### config.mk
export PLATFORM = sky130hd
export DESIGN_NAME = audio_dac_serializer
export DESIGN_NICKNAME = d
export VERILOG_FILES = /design/src/rtl/audio_dac_serializer.sv
export SDC_FILE = /design/constraint.sdc
export NUM_CORES = 1
export LEC_CHECK = 0
export CAP_MARGIN = 10
export CORE_ASPECT_RATIO = 0.6
export CORE_MARGIN = 2
export CORE_UTILIZATION = 40
export CTS_CLUSTER_DIAMETER = 50
export DETAILED_ROUTE_END_ITERATION = 10
export GPL_TIMING_DRIVEN = 0
export PLACE_DENSITY = 0.59
export SETUP_SLACK_MARGIN = 0.3
export SYNTH_ARGS = -nofsm -noshare
export SYNTH_HDL_FRONTEND = slang
export SYNTH_SLANG_ARGS = --single-unit
### constraint.sdc
create_clock -name state_clk -period 3.3 [get_ports state_clk]
set_clock_uncertainty 0.2 [all_clocks]
set_input_delay 0.495 -clock state_clk [delete_from_list [all_inputs] [get_ports state_clk]]
set_output_delay 0.495 -clock state_clk [all_outputs]
set_load 0.01 [all_outputs]
### src/rtl/audio_dac_serializer.sv
// I2S transmit serializer: divides state_clk into BCLK/LRCK and shifts double-buffered L/R samples onto DACDAT.
// Define LEFT_JUSTIFIED_EN to switch the serial format from I2S to left-justified.
module audio_dac_serializer #(
    parameter int BCLK_DIV = 4,
    parameter int DATA_W   = 16,
    parameter int SLOT_W   = 32
) (
    input  logic              state_clk,
    input  logic              reset,
    input  logic              enable_i,
    input  logic              load_i,
    input  logic [DATA_W-1:0] left_in_i,
    input  logic [DATA_W-1:0] right_in_i,
    output logic              bclk_o,
    output logic              lrck_o,
    output logic              dacdat_o,
    output logic              frame_start_o,
    output logic              underrun_o,
    output logic              busy_o
);

    // state | meaning
    // IDLE  | link stopped, serial outputs and counters held at 0
    // RUN   | frames stream continuously
    // DRAIN | enable dropped; finish the current frame, then stop
    typedef enum logic [1:0] {IDLE, RUN, DRAIN} state_t;

    localparam int DIV_W = (BCLK_DIV > 1) ? $clog2(BCLK_DIV) : 1;
    localparam int POS_W = (SLOT_W > 1) ? $clog2(SLOT_W) : 1;
    localparam logic [DIV_W-1:0] DIV_TC = DIV_W'(BCLK_DIV - 1);
    localparam logic [POS_W-1:0] POS_TC = POS_W'(SLOT_W - 1);

    state_t            state_q, state_d;
    logic [DIV_W-1:0]  div_q, div_d;
    logic [POS_W-1:0]  pos_q, pos_d;
    logic              right_q, right_d;
    logic              bclk_q, bclk_d;
    logic              lrck_q, lrck_d;
    logic              dacdat_q, dacdat_d;
    logic              fs_q, fs_d;
    logic              ur_q, ur_d;
    logic              busy_q, busy_d;
    logic [DATA_W-1:0] hold_l_q, hold_l_d;
    logic [DATA_W-1:0] hold_r_q, hold_r_d;
    logic              hold_valid_q, hold_valid_d;
    logic [DATA_W-1:0] act_l_q, act_l_d;
    logic [DATA_W-1:0] act_r_q, act_r_d;
    logic [DATA_W-1:0] shift_q, shift_d;
    logic              fall_evt;
    logic              go_idle;
    logic [DATA_W-1:0] word;

    always_ff @(posedge state_clk) begin
        if (reset) begin
            state_q      <= IDLE;
            div_q        <= '0;
            pos_q        <= '0;
            right_q      <= 1'b0;
            bclk_q       <= 1'b0;
            lrck_q       <= 1'b0;
            dacdat_q     <= 1'b0;
            fs_q         <= 1'b0;
            ur_q         <= 1'b0;
            busy_q       <= 1'b0;
            hold_l_q     <= '0;
            hold_r_q     <= '0;
            hold_valid_q <= 1'b0;
            act_l_q      <= '0;
            act_r_q      <= '0;
            shift_q      <= '0;
        end else begin
            state_q      <= state_d;
            div_q        <= div_d;
            pos_q        <= pos_d;
            right_q      <= right_d;
            bclk_q       <= bclk_d;
            lrck_q       <= lrck_d;
            dacdat_q     <= dacdat_d;
            fs_q         <= fs_d;
            ur_q         <= ur_d;
            busy_q       <= busy_d;
            hold_l_q     <= hold_l_d;
            hold_r_q     <= hold_r_d;
            hold_valid_q <= hold_valid_d;
            act_l_q      <= act_l_d;
            act_r_q      <= act_r_d;
            shift_q      <= shift_d;
        end
    end

    always_comb begin
        state_d      = state_q;
        div_d        = div_q;
        pos_d        = pos_q;
        right_d      = right_q;
        bclk_d       = bclk_q;
        lrck_d       = lrck_q;
        dacdat_d     = dacdat_q;
        fs_d         = 1'b0;
        ur_d         = 1'b0;
        hold_l_d     = hold_l_q;
        hold_r_d     = hold_r_q;
        hold_valid_d = hold_valid_q;
        act_l_d      = act_l_q;
        act_r_d      = act_r_q;
        shift_d      = shift_q;
        fall_evt     = 1'b0;
        go_idle      = 1'b0;
        word         = '0;

        // Leaving IDLE counts as a BCLK falling edge at bit 0 so the first frame starts at once.
        case (state_q)
            IDLE: begin
                if (enable_i) begin
                    state_d  = RUN;
                    fall_evt = 1'b1;
                end
            end
            RUN: begin
                if (!enable_i) state_d = DRAIN;
            end
            DRAIN: begin
                if (enable_i) state_d = RUN;
            end
            default: state_d = IDLE;
        endcase

        if (state_q != IDLE) begin
            if (div_q == DIV_TC) begin
                div_d  = '0;
                bclk_d = ~bclk_q;
                if (bclk_q) begin
                    if (state_q == DRAIN && !enable_i && pos_q == '0 && !right_q) go_idle = 1'b1;
                    else fall_evt = 1'b1;
                end
            end else begin
                div_d = div_q + 1'b1;
            end
        end

        if (load_i) begin
            hold_l_d     = left_in_i;
            hold_r_d     = right_in_i;
            hold_valid_d = 1'b1;
        end

        if (fall_evt) begin
            // Transfer samples the pre-load hold state; a coincident load survives for the next frame.
            if (pos_q == '0 && !right_q) begin
                fs_d = 1'b1;
                if (hold_valid_q) begin
                    act_l_d = hold_l_q;
                    act_r_d = hold_r_q;
                end else begin
                    ur_d = 1'b1;
                end
                hold_valid_d = load_i;
            end
            word = right_q ? act_r_q : act_l_d;
`ifdef LEFT_JUSTIFIED_EN
            lrck_d = ~right_q;
            if (pos_q == '0) begin
                dacdat_d = word[DATA_W-1];
                shift_d  = {word[DATA_W-2:0], 1'b0};
            end else begin
                dacdat_d = shift_q[DATA_W-1];
                shift_d  = {shift_q[DATA_W-2:0], 1'b0};
            end
`else
            // Slot bit 0 carries the I2S one-bit delay; the emptied shifter pads the slot tail with 0.
            lrck_d = right_q;
            if (pos_q == '0) begin
                dacdat_d = 1'b0;
                shift_d  = word;
            end else begin
                dacdat_d = shift_q[DATA_W-1];
                shift_d  = {shift_q[DATA_W-2:0], 1'b0};
            end
`endif
            if (pos_q == POS_TC) begin
                pos_d   = '0;
                right_d = ~right_q;
            end else begin
                pos_d = pos_q + 1'b1;
            end
        end

        if (go_idle) begin
            state_d  = IDLE;
            div_d    = '0;
            bclk_d   = 1'b0;
            lrck_d   = 1'b0;
            dacdat_d = 1'b0;
            pos_d    = '0;
            right_d  = 1'b0;
            shift_d  = '0;
        end

        busy_d = (state_d != IDLE);
    end

    assign bclk_o        = bclk_q;
    assign lrck_o        = lrck_q;
    assign dacdat_o      = dacdat_q;
    assign frame_start_o = fs_q;
    assign underrun_o    = ur_q;
    assign busy_o        = busy_q;

endmodule
* Word level (Yosys, flattened, before mapping)
Index checks and enable logic that the tools add are counted.
** Operators by class
- Add/subtract/negate cells :: 2
- Equality and inequality tests :: 4
- Mux-type cells :: 26
- Bitwise gates (word level) :: 4
- Reduce and logical (&&, ||, !) cells :: 17
** Operators by type and width (count)
- $mux 16 :: 4
- $mux 1 :: 16
- $mux 2 :: 4
- $reduce_or 2->1 :: 3
- $add 5x1->5 const B :: 1
- $eq 5x5->1 const B :: 1
- $logic_not 5->1 :: 1
- $mux 5 :: 1
- $eq 2x2->1 const B :: 2
- $logic_and 1x1->1 :: 4
- $not 1->1 :: 4
- $pmux 2 s2 :: 1
- $reduce_and 2->1 :: 2
- $reduce_bool 2->1 :: 2
- $reduce_and 3->1 :: 1
- $reduce_or 3->1 :: 1
- $add 2x1->2 const B :: 1
- $eq 2x1->1 const B :: 1
- $logic_not 1->1 :: 2
- $logic_not 2->1 :: 1
** Storage, ports and cells
- Register bits after elaboration :: 97
- Input bits :: 36
- Logic and storage cells :: 69

* Longest topological paths before layout
Gate-level depths: netlist of run 1.
- Depth in word-level cells :: 10
- Depth in mapped cells :: 8
- Gate-level depth less buffers :: 6

* Worst setup path after synthesis of run 1
OpenSTA, ideal clock, no wires.
- Path type :: input to register
- Start point :: in enable_i
- End point :: reg shift_q[10]
- Arrival time :: 1.629 ns
- Data required time :: 2.966 ns
- Setup slack :: 1.337 ns
- Cell stages on the path :: 6
- Path buffers :: 2
- Cells stage by stage :: or3b_1 buf_2 and2_4 nor2_2 buf_2 a211oi_1
** Between the ends
- Cells in the longest elaborated chain, start to end :: 9
** Ends and longest elaborated chain
- start: declaration :: line 10 : input logic enable_i,
- $logic_not 1->1 :: line 133 : if (state_q == DRAIN && !enable_i && pos_q == '0 && !right_q) go_idle = 1'b1;
- $logic_and 1x1->1 (3 in a row) :: line 133
- $mux 1 :: line 133
- $mux 1 :: line 132 : if (bclk_q) begin
- $mux 1 :: line 129 : if (div_q == DIV_TC) begin
- $mux 1 :: line 128 : if (state_q != IDLE) begin
- $reduce_or 2->1 (no source line)
- end signal: assignment :: line 87 : shift_q <= shift_d;
- end: declaration :: line 48 : logic [DATA_W-1:0] shift_q, shift_d;
Several ways; a longest one is shown, not always the timed one.
A chain may end at the register's enable or synchronous reset.

* Worst setup path after layout of run 1
- Start point :: reg pos_q[0]
- End point :: reg act_l_q[6]
** Between the ends
- Cells in the longest elaborated chain, start to end :: 7
** Ends and longest elaborated chain
- start: declaration :: line 35 : logic [POS_W-1:0] pos_q, pos_d;
- start signal: assignment :: line 74 : pos_q <= pos_d;
- $logic_not 5->1 (*) :: line 133, 149
- $logic_and 1x1->1 (2 in a row) :: line 133
- $mux 1 :: line 133
- $mux 1 :: line 132
- $mux 1 :: line 129
- $mux 1 :: line 128
- end signal: assignment :: line 85 : act_l_q <= act_l_d;
- end: declaration :: line 46 : logic [DATA_W-1:0] act_l_q, act_l_d;
Every way passes the cells marked *; elsewhere a longest branch is shown, timed or not.

==> results of run 1 <==
stage by stage:
stage,power [mW],cells,utilization (%),setup WS (ns),hold slack [ns]
floorplan,1.510,467,-,1.337,0.2356
global placement,1.638,641,47.12,0.5720,0.2444
detailed placement,1.645,641,47.12,0.5645,0.2555
CTS,2.764,657,50.38,0.8493,0.2643
global route,2.868,657,50.38,0.6199,0.2879
finish,2.750,657,50.38,0.8330,0.2640
power breakdown:
group          total (mW)  switching [mW]  internal (mW)  leakage, nW
clock                1.13           0.440          0.687        0.153
sequential           1.26          0.0371           1.23        0.793
combinational       0.359           0.210          0.148        0.882
cells by family after synthesis:
group,Yosys count,synth area share (%)
simple gates,130,15.12
fa+ha+maj,4,1.217
mux,47,11.44
compound gates,138,19.71
xor+xnor,2,0.4260
flops,97,47.22
buf+inv,49,4.868
worst max-delay path, cell delays in order (launching register included):
cell	delay, ns
dfxtp_1	0.36
inv_1	0.08
ha_1	0.16
nor4b_4	0.47
and3_1	0.22
clkbuf_1	0.21
clkbuf_1	0.41
nand3_1	0.14
a21oi_1	0.14
registers in the layout, summed over array words and instances, names as in the netlist:
register       cells
act_l_q           16
act_r_q           16
hold_l_q          16
hold_r_q          16
shift_q           16
pos_q              5
div_q              2
state_q            2
bclk_o             1
busy_o             1
dacdat_o           1
frame_start_o      1
hold_valid_q       1
lrck_o             1
right_q            1
underrun_o         1
cells in the mapped netlist, types with 2 or more instances:
library cell   n  area [µm²]
nor2_1        54       202.7
a21oi_1       40       200.2
nor3_1         3       15.01
and3_1         2       12.51
clkbuf_1      28       105.1
nand3_1       36       180.2
buf_2         13       65.06
inv_1          5       18.77
o211ai_1      17       127.6
a211oi_1      17       127.6
nand2_1       21       78.83
dfxtp_1       97        1942
buf_1          3       11.26
o21ai_0       55       275.3
mux2i_1       47       470.5
or4_1          2       15.01
o221a_2        2       22.52
ha_1           4       50.05
layer usage:
metal	track usage (%)	up-vias	routed length (µm)
li1	-	1767	-
met1	30.84	1688	5776
met2	27.77	96	4231
met3	6.532	6	687
met4	4.211	0	61
met5	0	-	0
area by class of cell:
class,count,share of cell area [%]
timing repair buffer,39,7.816
sequential,97,38.88
inverter,5,0.3758
clock buffer,12,4.935
tap,135,3.382
multi-input combinational,321,39.45
buffer,44,3.632
clock inverter,4,1.528
worst paths after layout:
| path | start | endpoint | slack (ns) |
|---|---|---|---|
| max | pos_q[0] | act_l_q[6] | 0.83 |
| min reg2reg | div_q[1] | div_q[1] | 0.26 |
| max reg2reg | pos_q[0] | act_l_q[6] | 0.83 |
| min | div_q[1] | div_q[1] | 0.26 |
==> impl_metrics.py, run 1 <==
metrics = {
    "run_status": {
        "outcome": "finished, final reports clean",
    },
    "job": {
        "drv_cap": 0,
    },
    "routing": {
        "wl_per_cell_um": 16.37,
        "drc": 0,
        "avgViaCountPerCell": 5.414,
        "ant_nets": 0,
        "vias": 3557,
        "drtIter0Drc": 220,
        "first_pass_iters": 5,
        "wl_mm": 10.76,
    },
    "finish": {
        "stdcell_area_um2": 4995,
        "nNetsFinal": 557,
        "final_common_cell": "dfxtp_1",
        "area_growth_pct": 21.45,
        "mostFrequentLayoutCells": "97 x dfxtp_1, 55 x o21ai_0, 54 x nor2_1",
        "ff_latch_area_um2": 1942,
        "fillers": 931,
        "diodes": 0,
        "layout-drive-gt1-share_pct": 6.897,
        "multi_input_area_um2": 1971,
    },
    "timing": {
        "tightest_slew_ns": 0.9154,
        "fmax_mhz": 405.4,
        "slew_headroom_pct": 38.97,
        "drv_slew": 0,
        "setup_violations": 0,
        "fin_crit_sh_pct": 74.76,
        "rsz0062_at_grt": "false",
        "hold_viol_final": 0,
        "finalSetupTns_ns": 0,
        "fin_crit_ns": 2.467,
    },
    "setup_path": {
        "worst_ep_required_time_ns": 3.37,
        "critPathKind": "reg -> reg",
        "startpoint_type": "flop",
        "end_kind": "flop",
        "reg2reg_depth": 8,
        "critPathArrivalTime_ns": 2.53,
        "cp_max_fo": 10,
    },
    "place": {
        "placed_area_um2": 4672,
        "gp_congestion": 0.8410,
        "portBuffers": 39,
        "hpwl_mm": 7.914,
    },
    "pwr": {
        "p_leak_nw": 1.829,
        "power.density_nw_per_um2": 550.6,
        "vdd_drop_max_uv": 310.7,
    },
    "clock_network": {
        "ctsResizeCount": 0,
        "cts_tree": "done",
        "htree_levels": 3,
        "clockBufferDepth": 2,
        "clkTransAtPathRegs_ns": 0.07,
        "root_buffer": "clkbuf_16",
        "post-cts-setup-buffers": 0,
        "cts.sinks": 97,
        "hold_buffers": 0,
        "numCtsBuffers": 9,
        "clk-insertion-delay-late_ns": 0.34,
    },
    "yosys": {
        "synth_area_um2": 4113,
        "synth_cell_type_count": 39,
        "synthArstFlopShare_pct": 0,
        "yosys_warnings": 0,
        "synthCells": 467,
        "synth_edf_count": 0,
        "synth_top_flop_cell": "dfxtp_1",
        "syn_avg_cell_area_um2": 8.807,
        "ys_ff_latch": 97,
        "synth_nets": 507,
        "ys_seq_area_share_pct": 47.22,
    },
    "min_path": {
        "hold_depth": 2,
        "hold_class": "reg -> reg",
    },
    "grt": {
        "grt_max_degree": 16,
        "grt_pass1_wl_mm": 17.31,
        "grt_pass1_vias": 3276,
        "grt-ovfl-total": 0,
        "grt_usage_pct": 20.40,
        "antenna_found_initial": 0,
    },
    "floorplanning": {
        "num_rows": 28,
        "die-area_um2": 11140,
        "dieWidth_um": 134.9,
        "die_y_um": 82.55,
        "io_pins": 42,
        "core-area_um2": 9915,
        "start_util_pct": 41.48,
    },
}
(Power assumes the default switching activity.)
==> inputs of run 2 (changes only) <==
Settings changed: PLACE_DENSITY 0.59 to 0.61.
Clock period 3.3 ns to 2.1 ns, I/O delays scaled along.
==> run 2 against run 1 <==
Net effect: register-to-register slack worse by 0.77 ns; first-iteration DRC count up 14%; worst hold slack got worse by 0.16 ns; clock power up 50%; clock-buffer cell count fell by 1; combinational power increased to 2.7 times the previous value; sequential share of layout area is 7.5 points lower; maximum frequency grew 21%; core utilization up 12 points; critical endpoint is now act_l_q[2]; largest cell class unchanged.
==> impl_metrics.py, run 2 (synthesized netlist as in run 1, its figures left out) <==
metrics = {
    "routing": {
        "ant_nets": 0,
        "wl_per_cell_um": 18.95,
        "avgViaCountPerCell": 5.566,
        "first_pass_iters": 5,
        "drtIter0Drc": 251,
        "vias": 3863,
        "drc": 0,
        "wl_mm": 13.15,
    },
    "pwr": {
        "vdd_drop_max_uv": 475.9,
        "netSwitchingPower_mw": 1.305,
        "power.density_nw_per_um2": 747.9,
        "comb_power_share_pct": 20.6,
        "seqPwrFrac_pct": 42.9,
        "finalPower_mw": 4.661,
        "internal_power_mw": 3.356,
        "power_frac_clock_pct": 36.5,
        "swShare_pct": 27.99,
        "p_leak_nw": 2.229,
    },
    "min_path": {
        "min_to": "state_q[1]",
        "hold_depth": 2,
        "hold_class": "in -> reg",
        "hp-start": "enable_i",
    },
    "job": {
        "drv_cap": 0,
    },
    "finish": {
        "fillers": 793,
        "multi_input_area_um2": 2529,
        "ff_latch_area_um2": 1954,
        "final_common_cell": "dfxtp_1",
        "area_growth_pct": 51.54,
        "nNetsFinal": 594,
        "layout-drive-gt1-share_pct": 35.96,
        "diodes": 0,
        "mostFrequentLayoutCells": "91 x dfxtp_1, 52 x nor2_1, 47 x mux2i_1",
        "stdcell_area_um2": 6232,
    },
    "grt": {
        "grt_usage_pct": 23.15,
        "grt_max_degree": 17,
        "grt-ovfl-total": 0,
        "grt_pass1_vias": 3557,
        "antenna_found_initial": 0,
        "grt_pass1_wl_mm": 19.40,
    },
    "place": {
        "gp_congestion": 0.8419,
        "portBuffers": 39,
        "hpwl_mm": 8.050,
        "placed_area_um2": 4796,
        "pre_cts_ws_ns": -0.5091,
    },
    "setup_path": {
        "end_kind": "flop",
        "reg2reg_from": "pos_q[0]",
        "worst_ep_required_time_ns": 2.18,
        "critPathArrivalTime_ns": 2.11,
        "cp_max_fo": 8,
        "r2r_setup_slack_ns": 0.06,
        "startpoint_type": "flop",
        "reg2reg_to": "act_l_q[2]",
        "critPathKind": "reg -> reg",
        "reg2reg_depth": 9,
    },
    "clock_network": {
        "cts_tree": "done",
        "clockBufferDepth": 2,
        "cts.sinks": 97,
        "numCtsBuffers": 9,
        "clk-insertion-delay-late_ns": 0.36,
        "root_buffer": "clkbuf_16",
        "hold_buffers": 0,
        "clkTransAtPathRegs_ns": 0.07,
        "htree_levels": 3,
    },
    "floorplanning": {
        "io_pins": 42,
        "core-area_um2": 9915,
        "num_rows": 28,
        "die_y_um": 82.55,
        "start_util_pct": 41.48,
        "die-area_um2": 11140,
        "dieWidth_um": 134.9,
    },
    "timing": {
        "fmax_mhz": 490.7,
        "fin_crit_ns": 2.038,
        "tightest_slew_ns": 0.7691,
        "slew_headroom_pct": 48.72,
        "hold_viol_final": 0,
        "fin_crit_sh_pct": 97.04,
        "drv_slew": 0,
        "setup_violations": 0,
        "finalSetupTns_ns": 0,
        "holdWs_ns": 0.1036,
        "rsz0062_at_grt": "true",
        "setup_slack_ns": 0.06207,
    },
    "run_status": {
        "outcome": "finished, final reports clean",
    },
}
[run 2: worst max-delay path by stage]
stage	startpoint	to	cells after the start
after floorplan	state_q[0]	pos_q[2]	6
after global placement	enable_i	act_r_q[9]	7
after detailed placement	enable_i	act_r_q[9]	7
after CTS	state_q[0]	pos_q[2]	6
after global routing	pos_q[1]	pos_q[0]	8
final	pos_q[0]	act_l_q[2]	9
[run 2: timing repair]
item	in CTS	in global routing
setup endpoints to repair	66	72
pin swaps	23	30
resized for setup	138	103
setup buffers	21	6
cloned	8	2
[run 2: cell type report]
type	count	area share, %
multi-input combinational	321	40.57
sequential	97	31.36
timing repair buffer	76	12.35
inverter	5	0.3011
clock inverter	5	1.004
tap	135	2.710
clock buffer	11	3.895
buffer	44	7.810
[run 2: through the flow]
step,instances,util (%)
after floorplan,467,-
after global placement,641,48.37
after detailed placement,641,48.37
after CTS,686,58.53
after global routing,694,62.86
final,694,62.86
[run 2: critical path: stages (launching register included)]
cell       delay (ns)
dfxtp_4          0.35
inv_2            0.07
ha_4             0.13
nor4b_4          0.26
buf_6            0.17
and3_4           0.19
clkbuf_16        0.17
clkbuf_16        0.16
nand3_2          0.09
a21oi_2          0.15
[run 2: metal layers]
| layer | vias up | wire length (µm) | GRT usage (%) |
|---|---|---|---|
| met5 | - | 0 | 0 |
| met4 | 0 | 176 | 6.526 |
| met3 | 15 | 774 | 6.227 |
| met2 | 124 | 5751 | 32.94 |
| met1 | 1872 | 6450 | 34.04 |
| li1 | 1852 | - | - |
[run 2: power by group through the flow]
stage	combinational [mW]	sequential (mW)	clock (mW)
2_1_floorplan	0.399	2.01	0
3_3_place_gp	0.588	2.03	0
3_5_place_dp	0.599	2.03	0
4_1_cts	0.819	1.99	1.71
5_1_grt	1.02	2.01	1.79
6_report	0.959	2.00	1.70
